<file path="src/rtl/chaz_bus_pkg.sv">
// Shared bus definitions for the SoC memory port: region codes, one-hot
// selects, arbiter FSM/owner encodings and the requester bundle.
package chaz_bus_pkg;

   typedef enum logic [1:0] {
      REG_RAM  = 2'b00,
      REG_MMIO = 2'b01,
      REG_ROM  = 2'b10,
      REG_NONE = 2'b11
   } region_e;

   localparam logic [2:0] SEL_RAM  = 3'b001;
   localparam logic [2:0] SEL_MMIO = 3'b010;
   localparam logic [2:0] SEL_ROM  = 3'b100;
   localparam logic [2:0] SEL_NONE = 3'b000;

   typedef enum logic [1:0] {
      ST_IDLE = 2'b00,
      ST_BUSY = 2'b01,
      ST_RESP = 2'b10
   } state_e;

   typedef enum logic {
      OWN_DBG = 1'b0,
      OWN_CPU = 1'b1
   } owner_e;

   typedef struct packed {
      logic [31:0] adr;
      logic [31:0] wdata;
      logic [3:0]  wren;
   } bus_req_t;

   function automatic logic [2:0] region_sel(input region_e r);
      logic [2:0] s;
      case (r)
         REG_RAM:  s = SEL_RAM;
         REG_MMIO: s = SEL_MMIO;
         REG_ROM:  s = SEL_ROM;
         default:  s = SEL_NONE;
      endcase
      return s;
   endfunction

endpackage

</file>
<file path="src/rtl/mem_region_decode.sv">
// Byte address to memory region decode; only adr[17:16] matter, the rest
// of the address is deliberately ignored.
module mem_region_decode
   import chaz_bus_pkg::*;
(
   input  logic [31:0] adr,
   output region_e     region,
   output logic [2:0]  sel,
   output logic        unmapped
);

   logic unused_adr;
   assign unused_adr = ^{adr[31:18], adr[15:0]};

   always_comb begin
      region   = region_e'(adr[17:16]);
      sel      = region_sel(region);
      unmapped = (region == REG_NONE);
   end

endmodule

</file>
<file path="src/rtl/mem_bus_arbiter.sv">
// Two-master (debug loader, CPU) arbiter for the single memory port with one
// outstanding transaction, bus timeout and a debug burst limit.
module mem_bus_arbiter
   import chaz_bus_pkg::*;
#(
   parameter int ADR_W         = 18,
   parameter int TIMEOUT       = 16,
   parameter int MAX_DBG_BURST = 8
) (
   input  logic             clk,
   input  logic             n_reset,
   input  logic             dbg_req,
   input  logic [31:0]      dbg_adr,
   input  logic [31:0]      dbg_wdata,
   input  logic [3:0]       dbg_wren,
   output logic             dbg_ack,
   output logic [31:0]      dbg_rdata,
   output logic             dbg_err,
   input  logic             cpu_req,
   input  logic [31:0]      cpu_adr,
   input  logic [31:0]      cpu_wdata,
   input  logic [3:0]       cpu_wren,
   output logic             cpu_ack,
   output logic [31:0]      cpu_rdata,
   output logic             cpu_err,
   output logic             mem_en,
   output logic [ADR_W-1:0] mem_adr,
   output logic [31:0]      mem_wdata,
   output logic [3:0]       mem_wren,
   output logic [2:0]       mem_sel,
   input  logic [31:0]      mem_rdata,
   input  logic             mem_rdy
);

   localparam int TW = $clog2(TIMEOUT + 1);
   localparam int SW = (MAX_DBG_BURST < 1) ? 1 : $clog2(MAX_DBG_BURST + 1);
   localparam logic [TW-1:0] TMO_LAST   = TW'(TIMEOUT - 1);
   localparam logic [SW-1:0] STREAK_MAX = SW'(MAX_DBG_BURST);

   state_e        state;
   owner_e        owner;
   logic [SW-1:0] streak;
   logic [TW-1:0] tmo_cnt;

   bus_req_t dbg_bus, cpu_bus, gnt_bus;
   logic     cpu_hold, grant_dbg, grant_cpu, grant_any;
   region_e  unused_region;
   logic [2:0] dec_sel;
   logic     dec_unmapped;

   logic        fin, fin_dbg, fin_err;
   logic [31:0] fin_rdata;

   assign dbg_bus = '{adr: dbg_adr, wdata: dbg_wdata, wren: dbg_wren};
   assign cpu_bus = '{adr: cpu_adr, wdata: cpu_wdata, wren: cpu_wren};

   // Debug wins unless it has used up its burst while the CPU waits.
   assign cpu_hold  = cpu_req && (MAX_DBG_BURST != 0) && (streak == STREAK_MAX);
   assign grant_dbg = dbg_req && !cpu_hold;
   assign grant_cpu = !grant_dbg && cpu_req;
   assign grant_any = grant_dbg || grant_cpu;
   assign gnt_bus   = grant_dbg ? dbg_bus : cpu_bus;

   mem_region_decode u_dec (
      .adr      (gnt_bus.adr),
      .region   (unused_region),
      .sel      (dec_sel),
      .unmapped (dec_unmapped)
   );

   // Completion of the current transaction; feeds the registered responses.
   always_comb begin
      fin       = 1'b0;
      fin_dbg   = (owner == OWN_DBG);
      fin_rdata = '0;
      fin_err   = 1'b0;
      case (state)
         ST_IDLE: begin
            if (grant_any && dec_unmapped) begin
               fin     = 1'b1;
               fin_dbg = grant_dbg;
               fin_err = 1'b1;
            end
         end
         ST_BUSY: begin
            if (mem_rdy) begin
               fin       = 1'b1;
               fin_rdata = (mem_wren == 4'h0) ? mem_rdata : '0;
            end else if (tmo_cnt == TMO_LAST) begin
               fin     = 1'b1;
               fin_err = 1'b1;
            end
         end
         default: ;
      endcase
   end

   always_ff @(posedge clk or negedge n_reset) begin
      if (!n_reset) begin
         state     <= ST_IDLE;
         owner     <= OWN_DBG;
         streak    <= '0;
         tmo_cnt   <= '0;
         mem_en    <= 1'b0;
         mem_adr   <= '0;
         mem_wdata <= '0;
         mem_wren  <= '0;
         mem_sel   <= '0;
         dbg_ack   <= 1'b0;
         dbg_rdata <= '0;
         dbg_err   <= 1'b0;
         cpu_ack   <= 1'b0;
         cpu_rdata <= '0;
         cpu_err   <= 1'b0;
      end else begin
         // Responses are single-cycle pulses; the non-owner side stays zero.
         dbg_ack   <= fin && fin_dbg;
         dbg_rdata <= (fin && fin_dbg) ? fin_rdata : '0;
         dbg_err   <= fin && fin_dbg && fin_err;
         cpu_ack   <= fin && !fin_dbg;
         cpu_rdata <= (fin && !fin_dbg) ? fin_rdata : '0;
         cpu_err   <= fin && !fin_dbg && fin_err;

         case (state)
            ST_IDLE: begin
               if (grant_dbg) begin
                  if (streak != STREAK_MAX) streak <= streak + SW'(1);
               end else if (grant_cpu || !dbg_req) begin
                  streak <= '0;
               end
               if (grant_any) begin
                  owner     <= grant_dbg ? OWN_DBG : OWN_CPU;
                  mem_adr   <= gnt_bus.adr[ADR_W-1:0];
                  mem_wdata <= gnt_bus.wdata;
                  mem_wren  <= gnt_bus.wren;
                  tmo_cnt   <= '0;
                  if (dec_unmapped) begin
                     state <= ST_RESP;
                  end else begin
                     state   <= ST_BUSY;
                     mem_en  <= 1'b1;
                     mem_sel <= dec_sel;
                  end
               end
            end
            ST_BUSY: begin
               if (fin) begin
                  state   <= ST_RESP;
                  mem_en  <= 1'b0;
                  mem_sel <= '0;
               end else begin
                  tmo_cnt <= tmo_cnt + TW'(1);
               end
            end
            ST_RESP: state <= ST_IDLE;
            default: state <= ST_IDLE;
         endcase
      end
   end

endmodule
</file>
<file path="config.mk">
export PLATFORM = sky130hd
export DESIGN_NAME = mem_bus_arbiter
export DESIGN_NICKNAME = d
export VERILOG_FILES = /design/src/rtl/chaz_bus_pkg.sv /design/src/rtl/mem_region_decode.sv /design/src/rtl/mem_bus_arbiter.sv
export SDC_FILE = /design/constraint.sdc
export NUM_CORES = 1
export LEC_CHECK = 0
export ABC_CLOCK_PERIOD_IN_PS = 2800
export BUFFER_PORTS_ARGS = -buffer_cell sky130_fd_sc_hd__buf_2
export CAP_MARGIN = 10
export CORE_AREA = 2 2 140 142
export CTS_CLUSTER_DIAMETER = 80
export DETAILED_ROUTE_END_ITERATION = 6
export DIE_AREA = 0 0 142 144
export HOLD_SLACK_MARGIN = 0.15
export PLACE_DENSITY_LB_ADDON = 0.3
export SKIP_LAST_GASP = 1
export SLEW_MARGIN = 10
export SYNTH_ARGS = -nofsm -noshare
export SYNTH_HDL_FRONTEND = slang
export SYNTH_SLANG_ARGS = --single-unit
</file>
<file path="constraint.sdc">
create_clock -name clk -period 2.8 [get_ports clk]
set_input_delay 0.42 -clock clk [delete_from_list [all_inputs] [get_ports clk]]
set_output_delay 0.42 -clock clk [all_outputs]
set_load 0.05 [all_outputs]
</file>
# Word-level counts from Yosys, hierarchy flattened

Index checks and enable logic that the tools add are counted.

Flip-flop bits (word level): 138
Input port bits: 173
Output and inout bits: 126
Word-level logic and storage cells: 88

Add/subtract/negate cells: 2
Equality and inequality tests: 12
Multiplexer cells: 34
Bitwise operators: 1
Reduce and logical (&&, ||, !) cells: 24

Operators by type and width:

| cell                                          | number |
|---|---|
| two-way mux 32 bit                            | 5 |
| two-way mux 54 bit                            | 1 |
| two-way mux 4 bit                             | 3 |
| two-way mux 1 bit                             | 10 |
| two-way mux 5 bit                             | 2 |
| case mux 5 bit (2 select lines)               | 1 |
| two-way mux 3 bit                             | 3 |
| case mux 3 bit (3 select lines)               | 1 |
| logical AND 1 bit                             | 8 |
| inequality test 2 bit, second input constant  | 4 |
| two-way mux 2 bit                             | 3 |
| case mux 1 bit (2 select lines)               | 3 |
| case mux 3 bit (2 select lines)               | 1 |
| AND reduction 3 bit                           | 2 |
| adder 5 x 1 -> 5 bit, second input constant   | 1 |
| == test 5 x 4 -> 1 bit, second input constant | 1 |
| adder 4 x 1 -> 4 bit, second input constant   | 1 |
| == test 2 x 1 -> 1 bit, second input constant | 2 |
| == test 2 bit, second input constant          | 2 |
| == test 4 bit, second input constant          | 1 |
| zero test 1 bit                               | 4 |
| zero test 2 bit                               | 2 |
| zero test 4 bit                               | 1 |
| inequality test 4 bit, second input constant  | 1 |
| 7 further kinds                               | 10 |

# Depth between registers and ports, before layout

Gate-level depths: netlist of run 1.

Depth in word-level cells: 13
Mapped depth: 8

# Modules after synthesis

From an unflattened synthesis of run 1, not the netlist that was laid out.

Cell total of the unflattened synthesis: 631
Area total of the unflattened synthesis: 6342.3 um^2

By module, submodules not included:

| module            | instances | cells each | area each (um^2) | seq. area each (um^2) |
|---|---|---|---|---|
| mem_bus_arbiter   | 1         | 625        | 6301.0           | 3453.3 |
| mem_region_decode | 1         | 6          | 41.3             | 0.0 |

# Worst setup path after synthesis of run 1

OpenSTA, ideal clock, no wires.

Kind: register to register
From: register tmo_cnt[0]
To: register tmo_cnt[3]
Data arrival time: 2.024 ns
Required time: 2.731 ns
Setup slack: 0.707 ns
Stages on the path, launching flop included: 8
Period minus slack after synthesis: 2.093 ns
Cells stage by stage: dfrtp_1 -> ha_1 -> and3_1 -> ha_1 -> or2_1 -> a211o_1 -> or4_1 -> nand3_1

Longest elaborated chain between the ends: 6

RTL lines:

| what                                   | RTL line               | source |
|---|---|---|
| start: declaration                     | mem_bus_arbiter.sv:43  | `logic [TW-1:0] tmo_cnt;` |
| start signal: assignment               | mem_bus_arbiter.sv:152 | `tmo_cnt <= tmo_cnt + TW'(1);` |
| == test 5 x 4 -> 1 bit                 | mem_bus_arbiter.sv:89  | `end else if (tmo_cnt == TMO_LAST) begin` |
| two-way mux 1 bit                      | mem_bus_arbiter.sv:89  |  |
| two-way mux 1 bit                      | mem_bus_arbiter.sv:86  | `if (mem_rdy) begin` |
| case mux 1 bit (2 select lines)        | mem_bus_arbiter.sv:77  | `case (state)` |
| inequality test 2 bit (no source line) | -                      |  |
| AND reduction 3 bit (no source line)   | -                      |  |

Several ways; a longest one is shown, not always the timed one. The select of a mux whose other input is x is not followed.
A chain may end at the register's enable or synchronous reset.

# Worst setup path after layout of run 1

From: register tmo_cnt[0]
To: register dbg_rdata[15]

Longest elaborated chain between the ends: 6

RTL lines:

| what                            | RTL line               | source |
|---|---|---|
| == test 5 x 4 -> 1 bit          | mem_bus_arbiter.sv:89  |  |
| two-way mux 1 bit               | mem_bus_arbiter.sv:89  |  |
| two-way mux 1 bit               | mem_bus_arbiter.sv:86  |  |
| case mux 1 bit (2 select lines) | mem_bus_arbiter.sv:77  |  |
| logical AND 1 bit               | mem_bus_arbiter.sv:118 | `dbg_rdata <= (fin && fin_dbg) ? fin_rdata : '0;` |
| two-way mux 32 bit              | mem_bus_arbiter.sv:118 |  |
| end signal: assignment          | mem_bus_arbiter.sv:118 |  |
| end: declaration                | mem_bus_arbiter.sv:17  | `output logic [31:0] dbg_rdata,` |

Every way passes these cells.

==> impl_summary.txt, run 1 <==
----------------------------------------------------
[STA]
  RSZ-0062 raised after global routing ... false
  Worst Max-Slew Pin Slew ... 1.08 ns
  Post-route clock skew ... 0.00895 ns
  Final setup violation count ... 0
  Period utilization ... 82.3%
  Max_slew headroom ... 27.9%
  Shortest period the worst path allows ... 2.30 ns
  Max Freq ... 434 MHz
  Total count of max-transition violations in the final report ... 0
  Final total negative setup slack ... 0 ns
  Number of endpoints with negative hold slack in the final report ... 0

[Floorplanning]
  Boundary Pins ... 299
  Core footprint ... 0.0191 sq mm
  Full die area ... 0.0204 sq mm
  Initial cell density of the core ... 29.2%
  Horizontal die dimension ... 142 um
  Die Y ... 144 um
  Cell row count ... 51

[Placement]
  Post-detailed-placement cell area ... 0.00711 sq mm
  Detailed-placement wirelength estimate ... 10,900 um
  RePlAce Congestion ... 0.742
  DP Cell Count ... 1,018
  I/O Buffers ... 270

[Route]
  Drt drc ... 0
  Total wire length ... 15,400 um
  1st-pass router iterations ... 4
  Per-cell via count in the routed design ... 4.55
  Antenna Violating Nets Remaining ... 0
  Detailed router's first-iteration violation count ... 204
  Vias after detailed routing ... 4,784
  WL/cell ... 14.7 um

[Worst setup path]
  Type of element capturing the critical path ... flip-flop
  Cells on worst reg2reg path ... 8
  Setup Crit Path Kind ... flip-flop to flip-flop
  Startpoint kind of the worst setup timing path ... flip-flop
  CP Data Arrival Time ... 2.61 ns
  Crit Path Max Fanout ... 21
  Required time worst endpoint ... 3.11 ns

[Global routing]
  Pin count of the biggest net entering global routing ... 69
  GR Overflow Total ... 0
  Via count of the first global-routing pass ... 4,635
  Global Route Usage Sum ... 15.4%
  First-pass GRT wire length ... 24,200 um
  Number of antenna violations at the first check in global routing ... 0

[Yosys]
  Post-synthesis instance area ... 0.00557 sq mm
  Sequential element share of the synthesized area ... 62.0%
  Synthesized-area fraction occupied by ao, oa, aoi and oai cells ... 10.8%
  Count of unique library cells instantiated by Yosys ... 44
  Number of instances in the synthesized netlist ... 539
  Combinational family with the most area after synthesis ... simple AND/OR/NAND/NOR gates
  Xor-xnor portion of the synthesized cell area ... 0%
  Yosys reg bits ... 138
  Cell taking the most area after synthesis ... sky130_fd_sc_hd__dfrtp_1
  Post-synthesis adder-cell area fraction ... 0.899%
  Syn_nets ... 716
  Commonest register cell after synthesis ... sky130_fd_sc_hd__dfrtp_1
  Fraction of synthesized area in multiplexers ... 0%
  Proportion of register bits with asynchronous set or reset after synthesis ... 100%
  Area share of the leading cell type in the synthesized netlist ... 62.0%
  Number of flops mapped to enable cells by yosys ... 0
  Main area contributors after synthesis ... sky130_fd_sc_hd__dfrtp_1 (62%), sky130_fd_sc_hd__nand2_1 (8.1%), sky130_fd_sc_hd__and3_1 (7.3%)
  Basic-gate share of the synthesized area counting and, or, nand and nor cells ... 22.0%
  Number of warnings reported in the yosys synthesis log ... 0
  Average cell area after synthesis ... 10.3 sq um

[Job]
  Count of maximum capacitance violations ... 0

[Final layout]
  Number of nets at the end of the flow ... 977
  Finished Cell Area ... 0.00769 sq mm
  Non-filler instance count after layout ... 1,051
  Fraction of final layout cells sized beyond drive strength 1 ... 39.4%
  Final core area utilization ... 40.3%
  Inserted Diodes ... 0
  Area growth from synthesis to final layout ... 38.2%

[Clock tree]
  CTS tree ... done
  Cell at the root of the clock tree ... sky130_fd_sc_hd__clkbuf_16
  Quantity of hold-fixing buffers added after cts ... 1
  Number of H-tree levels ... 4
  Setup Fix Bufs, Post-CTS ... 0
  Num Clock Sinks ... 138
  TritonCTS Buffers ... 17
  Count of cells resized by post-cts repair ... 0
  Reg clk slew, reported paths ... 0.07 ns
  Clk_lat worst skew ... 0.42 ns
  Maximum buffer depth of the clock tree ... 2

[Pwr]
  Maximum resistive drop on vdd ... 0.509 mV
  Power density over the cells ... 1100 mW/mm^2
  Leakage power summed over all cells ... 4.24 nW

[Min path]
  Worst Hold Class ... input port to flip-flop
  Cells on Worst Hold Path ... 2

[Outcome]
  Status ... complete, no violations

----------------------------------------------------
-- synth_stat cells (all sizes together), types with 2 or more instances --
cell type / number
inv: 9
buf: 24
nand3: 6
a21boi: 2
nor2: 57
o21a: 3
nor4: 2
dfrtp: 138
and3: 65
a21oi: 2
o21ai: 16
clkbuf: 13
o32ai: 4
a31oi: 54
nand2: 121
ha: 4
o211ai: 2
nand2b: 2
-- per-stage QoR --
| step | total power, mW | setup WS (ns) | hold WS, ns |
|---|---|---|---|
| 5_1_grt | 8.94 | 0.306 | 0.222 |
| 2_1_floorplan | 5.42 | 0.707 | 0.124 |
| 3_3_place_gp | 6.34 | 0.480 | 0.454 |
| 6_report | 8.44 | 0.497 | 0.240 |
| 4_1_cts | 8.58 | 0.463 | 0.216 |
| 3_5_place_dp | 6.36 | 0.469 | 0.453 |
-- cell usage in the layout (no fill, tap or decap), types with 6 or more instances in the layout --
cell and n:
sky130_fd_sc_hd__buf_2 269, sky130_fd_sc_hd__dfrtp_1 138, sky130_fd_sc_hd__nand2_1 119, sky130_fd_sc_hd__and3_1 65, sky130_fd_sc_hd__nor2_1 55, sky130_fd_sc_hd__a31oi_1 54, sky130_fd_sc_hd__clkbuf_16 17, sky130_fd_sc_hd__o21ai_0 15
sky130_fd_sc_hd__inv_1 9, sky130_fd_sc_hd__buf_4 7, sky130_fd_sc_hd__nand3_1 6, sky130_fd_sc_hd__inv_6 6
-- registers in the layout, summed over array words and instances, names as in the netlist, 2 cells and up --
signal,cells
cpu_rdata,32
dbg_rdata,32
mem_wdata,32
mem_adr,18
tmo_cnt,5
mem_wren,4
streak,4
mem_sel,3
state,2
-- per-layer routing --
metal | vias up | global-route usage [%] | wire [um]
met2 | 192 | 25.6 | 7380
met4 | 2 | 5.42 | 245
met1 | 2207 | 18.5 | 6560
met3 | 15 | 5.33 | 1210
li1 | 2368 | - | -
met5 | - | 0 | 6
-- report_power, final --
| group | leakage [nW] | switching (mW) | internal [mW] |
|---|---|---|---|
| clock | 0.277 | 0.991 | 1.18 |
| combinational | 2.20 | 2.63 | 0.833 |
| sequential | 1.76 | 0.308 | 2.49 |
-- path summary, 6_finish.rpt --
kind	slack, ns	to	startpoint
max	0.50	dbg_rdata[15]	tmo_cnt[0]
min	0.24	cpu_rdata[25]	mem_rdata[25]
max reg2reg	0.50	dbg_rdata[15]	tmo_cnt[0]
min reg2reg	0.48	mem_en	mem_en
max in group asynchronous	1.51	mem_wdata[6]	n_reset
min in group asynchronous	0.56	cpu_rdata[4]	n_reset
-- cell families after synthesis --
kind of cell | count (synthesis)
buf+inv | 46
compound gates | 89
simple gates | 262
fa+ha+maj | 4
flops | 138
-- final cells by class --
| cell class | instances | area, sq um |
|---|---|---|
| timing repair buffer | 279 | 1440 |
| clock inverter | 15 | 151 |
| multi-input combinational | 355 | 1890 |
| inverter | 9 | 33.8 |
| tap | 238 | 298 |
| sequential | 138 | 3450 |
| fill | 1934 | 11400 |
| clock buffer | 17 | 425 |
-- worst max-delay path: stages, from the launching register on --
cell                      delay, ns
sky130_fd_sc_hd__dfrtp_1       0.40
sky130_fd_sc_hd__ha_1          0.23
sky130_fd_sc_hd__and3_1        0.19
sky130_fd_sc_hd__ha_1          0.19
sky130_fd_sc_hd__or2_1         0.25
sky130_fd_sc_hd__nand2_2       0.21
sky130_fd_sc_hd__o32ai_4       0.25
sky130_fd_sc_hd__buf_4         0.26
sky130_fd_sc_hd__and3_1        0.19
No activity file was read; power rests on OpenSTA's default activity.
==> run 2, diff against run 1 <==
- ABC_CLOCK_PERIOD_IN_PS: 2800 -> 2060
- clock period: 2.8 -> 2.06 ns (I/O delays scaled with it)
==> run 2 against run 1 <==
  * Sequential share of layout area decreased by 8.4 points
  * Sequential power is 36% higher
  * Combinational power up 60%
  * Final cell count grew 16%
  * Power increased by 46%
  * Sequential cell count unchanged
  * Via count rose by 20%
  * Largest cell class unchanged
==> impl_summary.txt, run 2 (synthesized netlist as in run 1, its figures left out) <==
----------------------------------------------------
[Pwr]
  Leakage power summed over all cells ... 4.98 nW
  Maximum resistive drop on vdd ... 0.746 mV
  Power density over the cells ... 1300 mW/mm^2
  Total chip power ... 12.3 mW

[Final layout]
  Fraction of final layout cells sized beyond drive strength 1 ... 36.1%
  Finished Cell Area ... 0.00947 sq mm
  Highest-count cells in the layout ignoring fill and taps ... sky130_fd_sc_hd__buf_2 (269), sky130_fd_sc_hd__dfrtp_1 (138), sky130_fd_sc_hd__dlygate4sd3_1 (136), sky130_fd_sc_hd__nand2_1 (119), sky130_fd_sc_hd__and3_1 (65)
  Total of fill cells in the finished design ... 1,706
  Largest registers ... cpu_rdata (32), dbg_rdata (32), mem_wdata (32)
  Leading cell type in the layout, fill and taps excluded ... sky130_fd_sc_hd__buf_2
  Area growth from synthesis to final layout ... 70.1%
  Number of nets at the end of the flow ... 1,140
  Final core area utilization ... 49.6%
  Inserted Diodes ... 0

[Route]
  Detailed router's first-iteration violation count ... 215
  Per-cell via count in the routed design ... 4.71
  WL/cell ... 16.3 um
  Total wire length ... 19,800 um
  Vias after detailed routing ... 5,722
  Drt drc ... 0
  1st-pass router iterations ... 4
  Antenna Violating Nets Remaining ... 0

[STA]
  Shortest period the worst path allows ... 2.00 ns
  Period utilization ... 97.1%
  Post-route clock skew ... 0.0114 ns
  Final total negative setup slack ... 0 ns
  Max_slew headroom ... 40.8%
  RSZ-0062 raised after global routing ... true
  Worst Max-Slew Pin Slew ... 0.888 ns
  Final setup violation count ... 0
  Max Freq ... 500 MHz
  Total count of max-transition violations in the final report ... 0
  Number of endpoints with negative hold slack in the final report ... 0

[Min path]
  Worst Hold Class ... input port to flip-flop
  Cells on Worst Hold Path ... 2
  Worst hold start ... mem_rdata[9]
  Hold path endpoint ... dbg_rdata[9]

[Worst setup path]
  CP Data Arrival Time ... 2.36 ns
  Worst reg2reg setup slack ... 0.06 ns
  Worst flop-to-flop path endpoint ... tmo_cnt[3]
  Delay-heaviest family, CP ... simple AND/OR/NAND/NOR gates
  Crit Path Max Fanout ... 3
  Launch instance of the worst register-to-register path ... tmo_cnt[1]
  CP Cell Sequence ... ha_2 -> and3_1 -> ha_2 -> or2_4 -> a211o_1 -> or4_1 -> nand3_1
  Delay contributed by the slowest stage of the critical path ... 0.40 ns
  Cells on worst reg2reg path ... 7
  Most Frequent Cell on Critical Path ... sky130_fd_sc_hd__ha_2
  Slowest cell on crit path ... sky130_fd_sc_hd__or4_1
  Required time worst endpoint ... 2.42 ns
  Setup Crit Path Kind ... flip-flop to flip-flop
  Type of element capturing the critical path ... flip-flop
  Startpoint kind of the worst setup timing path ... flip-flop
  WP buf/inv ... 0

[Global routing]
  GR Overflow Total ... 0
  First-pass GRT wire length ... 29,500 um
  Via count of the first global-routing pass ... 5,710
  Global Route Usage Sum ... 18.8%
  Pin count of the biggest net entering global routing ... 73
  Number of antenna violations at the first check in global routing ... 0

[Clock tree]
  CTS tree ... done
  Cell at the root of the clock tree ... sky130_fd_sc_hd__clkbuf_16
  TritonCTS Buffers ... 17
  Num Clock Sinks ... 138
  Reg clk slew, reported paths ... 0.06 ns
  Number of H-tree levels ... 4
  Maximum buffer depth of the clock tree ... 2
  Clk_lat worst skew ... 0.42 ns

[Floorplanning]
  Die Y ... 144 um
  Core footprint ... 0.0191 sq mm
  Cell row count ... 51
  Horizontal die dimension ... 142 um
  Full die area ... 0.0204 sq mm
  Initial cell density of the core ... 29.2%
  Boundary Pins ... 299

[Placement]
  RePlAce Congestion ... 0.782
  Detailed-placement wirelength estimate ... 10,900 um
  Post-detailed-placement cell area ... 0.00727 sq mm
  I/O Buffers ... 270

[Outcome]
  Status ... complete, no violations

[Job]
  Count of maximum capacitance violations ... 0

----------------------------------------------------
==> run 2: worst max-delay path by stage <==
stage	slack (ns)	endpoint	startpoint	depth (start not counted)
after floorplan	0.002	tmo_cnt[3]	tmo_cnt[0]	7
after global placement	-0.17	cpu_rdata[29]	streak[0]	6
after detailed placement	-0.20	cpu_rdata[9]	streak[1]	6
after CTS	0.008	tmo_cnt[3]	tmo_cnt[0]	7
after global routing	-0.02	tmo_cnt[3]	tmo_cnt[0]	7
final	0.06	tmo_cnt[3]	tmo_cnt[1]	7
==> run 2: layer usage <==
metal | vias up | global-route usage [%] | share of wire [%] | wire length (um)
li1 | 2717 | - | - | -
met1 | 2726 | 22.3 | 42 | 8320
met2 | 254 | 32.5 | 50 | 9900
met3 | 25 | 4.97 | 6.1 | 1210
met4 | 0 | 7.21 | 2.0 | 395
met5 | - | 0 | 0 | 0
==> run 2: timing repair <==
action | 4_1_cts | 5_1_grt
hold endpoints to repair | 157 | 0
pin swaps | 6 | 3
setup endpoints to repair | 99 | 33
gates resized for setup | 13 | 10
hold buffers | 136 | 0
setup buffers | 3 | 1
cloned | 6 | 1
==> run 2: cell type report <==
class	instances	area, sq um	area share [%]
inverter	9	33.8	0.357
clock buffer	17	425	4.49
multi-input combinational	361	2050	21.7
timing repair buffer	436	3060	32.3
tap	238	298	3.14
clock inverter	15	151	1.60
sequential	138	3450	36.5
==> run 2: power breakdown <==
part	switching (mW)	total (mW)	internal (mW)
sequential	0.415	3.80	3.38
clock	1.36	2.97	1.61
combinational	3.95	5.53	1.58
==> run 2: stage by stage <==
stage               cells  hold slack, ns  setup WS, ns
finish               1214           0.171        0.0599
global route         1214           0.157       -0.0197
CTS                  1212           0.161       0.00766
detailed placement   1035           0.279        -0.200
global placement     1035           0.279        -0.168
floorplan             539          0.0134       0.00237
==> run 3, diff against run 2 <==
- CORE_AREA: 2 2 140 142 -> 2 2 125 158
- DIE_AREA: 0 0 142 144 -> 0 0 127 160
==> run 3 against run 2 <==
  * Sequential power hardly changed
  * Design area is 1.3% lower
  * Via count is 1.5% lower
  * Register-to-register slack hardly changed
  * Final cell count is 0.66% lower
  * Global-route usage is 0.67 points lower
  * Critical path type unchanged
==> impl_summary.txt, run 3 (synthesized netlist as in run 1, its figures left out) <==
----------------------------------------------------
[Global routing]
  Via count of the first global-routing pass ... 5,704
  First-pass GRT wire length ... 29,000 um
  Pin count of the biggest net entering global routing ... 71
  GR Overflow Total ... 0
  Global Route Usage Sum ... 18.1%
  Number of antenna violations at the first check in global routing ... 0

[Route]
  Per-cell via count in the routed design ... 4.67
  1st-pass router iterations ... 6
  Total wire length ... 18,900 um
  Drt drc ... 0
  Antenna Violating Nets Remaining ... 0
  Vias after detailed routing ... 5,636
  Detailed router's first-iteration violation count ... 303
  WL/cell ... 15.7 um

[Worst setup path]
  CP Cell Sequence ... ha_2 -> and3_1 -> ha_2 -> or2_4 -> a211o_1 -> or4_1 -> nand3_1
  Type of element capturing the critical path ... flip-flop
  Delay-heaviest family, CP ... simple AND/OR/NAND/NOR gates
  Most Frequent Cell on Critical Path ... sky130_fd_sc_hd__ha_2
  Worst reg2reg setup slack ... 0.05 ns
  Delay contributed by the slowest stage of the critical path ... 0.40 ns
  Setup Crit Path Kind ... flip-flop to flip-flop
  CP Data Arrival Time ... 2.36 ns
  Startpoint kind of the worst setup timing path ... flip-flop
  Slowest cell on crit path ... sky130_fd_sc_hd__or4_1
  WP buf/inv ... 0
  Crit Path Max Fanout ... 2
  Required time worst endpoint ... 2.41 ns

[STA]
  Final setup violation count ... 0
  Max Freq ... 498 MHz
  Final total negative setup slack ... 0 ns
  Worst Slack Setup Final ... 0.0528 ns
  Period utilization ... 97.4%
  Post-route clock skew ... 0.00762 ns
  RSZ-0062 raised after global routing ... true
  Worst Max-Slew Pin Slew ... 0.762 ns
  Max_slew headroom ... 49.2%
  Hold Slack ... 0.172 ns
  Total count of max-transition violations in the final report ... 0
  Number of endpoints with negative hold slack in the final report ... 0
  Shortest period the worst path allows ... 2.01 ns

[Placement]
  RePlAce Congestion ... 0.754
  I/O Buffers ... 270
  Post-detailed-placement cell area ... 0.00726 sq mm
  Setup slack at placement ... -0.177 ns
  Detailed-placement wirelength estimate ... 10,800 um

[Clock tree]
  Num Clock Sinks ... 138
  Reg clk slew, reported paths ... 0.06 ns
  Maximum buffer depth of the clock tree ... 2
  Clk_lat worst skew ... 0.41 ns
  CTS tree ... done
  Number of H-tree levels ... 4
  Cell at the root of the clock tree ... sky130_fd_sc_hd__clkbuf_16
  TritonCTS Buffers ... 17

[Min path]
  Worst Hold Class ... input port to flip-flop

[Final layout]
  Finished Cell Area ... 0.00935 sq mm
  Fraction of final layout cells sized beyond drive strength 1 ... 35.8%
  Total of fill cells in the finished design ... 1,665
  Largest registers ... cpu_rdata (32), dbg_rdata (32), mem_wdata (32)
  Highest-count cells in the layout ignoring fill and taps ... sky130_fd_sc_hd__buf_2 (269), sky130_fd_sc_hd__dfrtp_1 (138), sky130_fd_sc_hd__dlygate4sd3_1 (133), sky130_fd_sc_hd__nand2_1 (119), sky130_fd_sc_hd__and3_1 (65)
  Number of nets at the end of the flow ... 1,133
  Leading cell type in the layout, fill and taps excluded ... sky130_fd_sc_hd__buf_2
  Area growth from synthesis to final layout ... 67.9%

[Pwr]
  Power density over the cells ... 1300 mW/mm^2
  Total chip power ... 12.2 mW
  Maximum resistive drop on vdd ... 0.690 mV
  Leakage power summed over all cells ... 4.93 nW

[Floorplanning]
  Initial cell density of the core ... 29.3%
  Boundary Pins ... 299
  Full die area ... 0.0203 sq mm
  Core footprint ... 0.0190 sq mm
  Cell row count ... 57
  Horizontal die dimension ... 127 um
  Die Y ... 160 um

[Job]
  Count of maximum capacitance violations ... 0

[Outcome]
  Status ... complete, no violations

----------------------------------------------------
==> run 3: cell types whose count changed in the layout (fill, tap and decap cells not counted), moves of 2 or more <==
cell | previous run | this run
sky130_fd_sc_hd__clkinvlp_4 | 2 | 4
sky130_fd_sc_hd__clkinv_8 | 2 | 0
sky130_fd_sc_hd__o32ai_4 | 6 | 4
sky130_fd_sc_hd__nand2_4 | 3 | 1
sky130_fd_sc_hd__buf_4 | 22 | 20
sky130_fd_sc_hd__o21ai_0 | 13 | 15
sky130_fd_sc_hd__dlygate4sd3_1 | 136 | 133
==> run 3: what timing repair did <==
item | in CTS | in global routing
gates cloned | 1 | 3
pin swaps | 2 | 3
endpoints found under the hold margin | 157 | 0
setup endpoints to repair | 94 | 103
resized for setup | 3 | 13
hold buffers | 133 | 0
buffers inserted | 0 | 4
==> run 3: final cells by class <==
cell class | count | area, sq um | area share (%)
Antenna cell | 1 | 2.50 | 0.0268
Clock buffer | 17 | 425 | 4.55
Clock inverter | 15 | 153 | 1.63
Inverter | 9 | 33.8 | 0.361
Multi-Input combinational cell | 359 | 1990 | 21.3
Sequential cell | 138 | 3450 | 36.9
Tap cell | 236 | 295 | 3.16
Timing Repair Buffer | 431 | 2990 | 32.0
==> run 3: final timing paths <==
kind,start,to,depth (start not counted)
hold / removal,cpu_wren[0],mem_wren[0],3
min in group asynchronous,n_reset,dbg_rdata[31],2
setup reg to reg,tmo_cnt[0],tmo_cnt[3],7
max in group asynchronous,n_reset,mem_wdata[19],3
hold reg to reg,mem_en,mem_en,1
setup / recovery,tmo_cnt[0],tmo_cnt[3],7
==> run 3: where the power goes <==
part / internal (mW) / switching, mW
sequential: 3.38 / 0.409
clock: 1.70 / 1.29
combinational: 1.54 / 3.86
total: 6.62 / 5.57
==> run 3: worst register-to-register path: cells and delay by family, from the launching register on <==
family | cells | cell delay, ns
AOI/OAI and AO/OA | 1 | 0.28
and+or+nand+nor | 4 | 0.93
adders and majority gates | 2 | 0.36
DFF | 1 | 0.38
==> run 3: through the flow <==
step,utilization [%],std cells
4_1_cts,48.5,1198
3_3_place_gp,38.3,1032
5_1_grt,49.3,1205
2_1_floorplan,-,539
6_report,49.3,1206
3_5_place_dp,38.3,1032
==> run 3: per-layer routing <==
metal | up-vias | routed length, um | track usage [%]
met5 | - | 0 | 0
met4 | 0 | 505 | 8.39
met3 | 39 | 1260 | 4.79
met2 | 268 | 9310 | 30.7
met1 | 2624 | 7810 | 21.3
li1 | 2705 | - | -
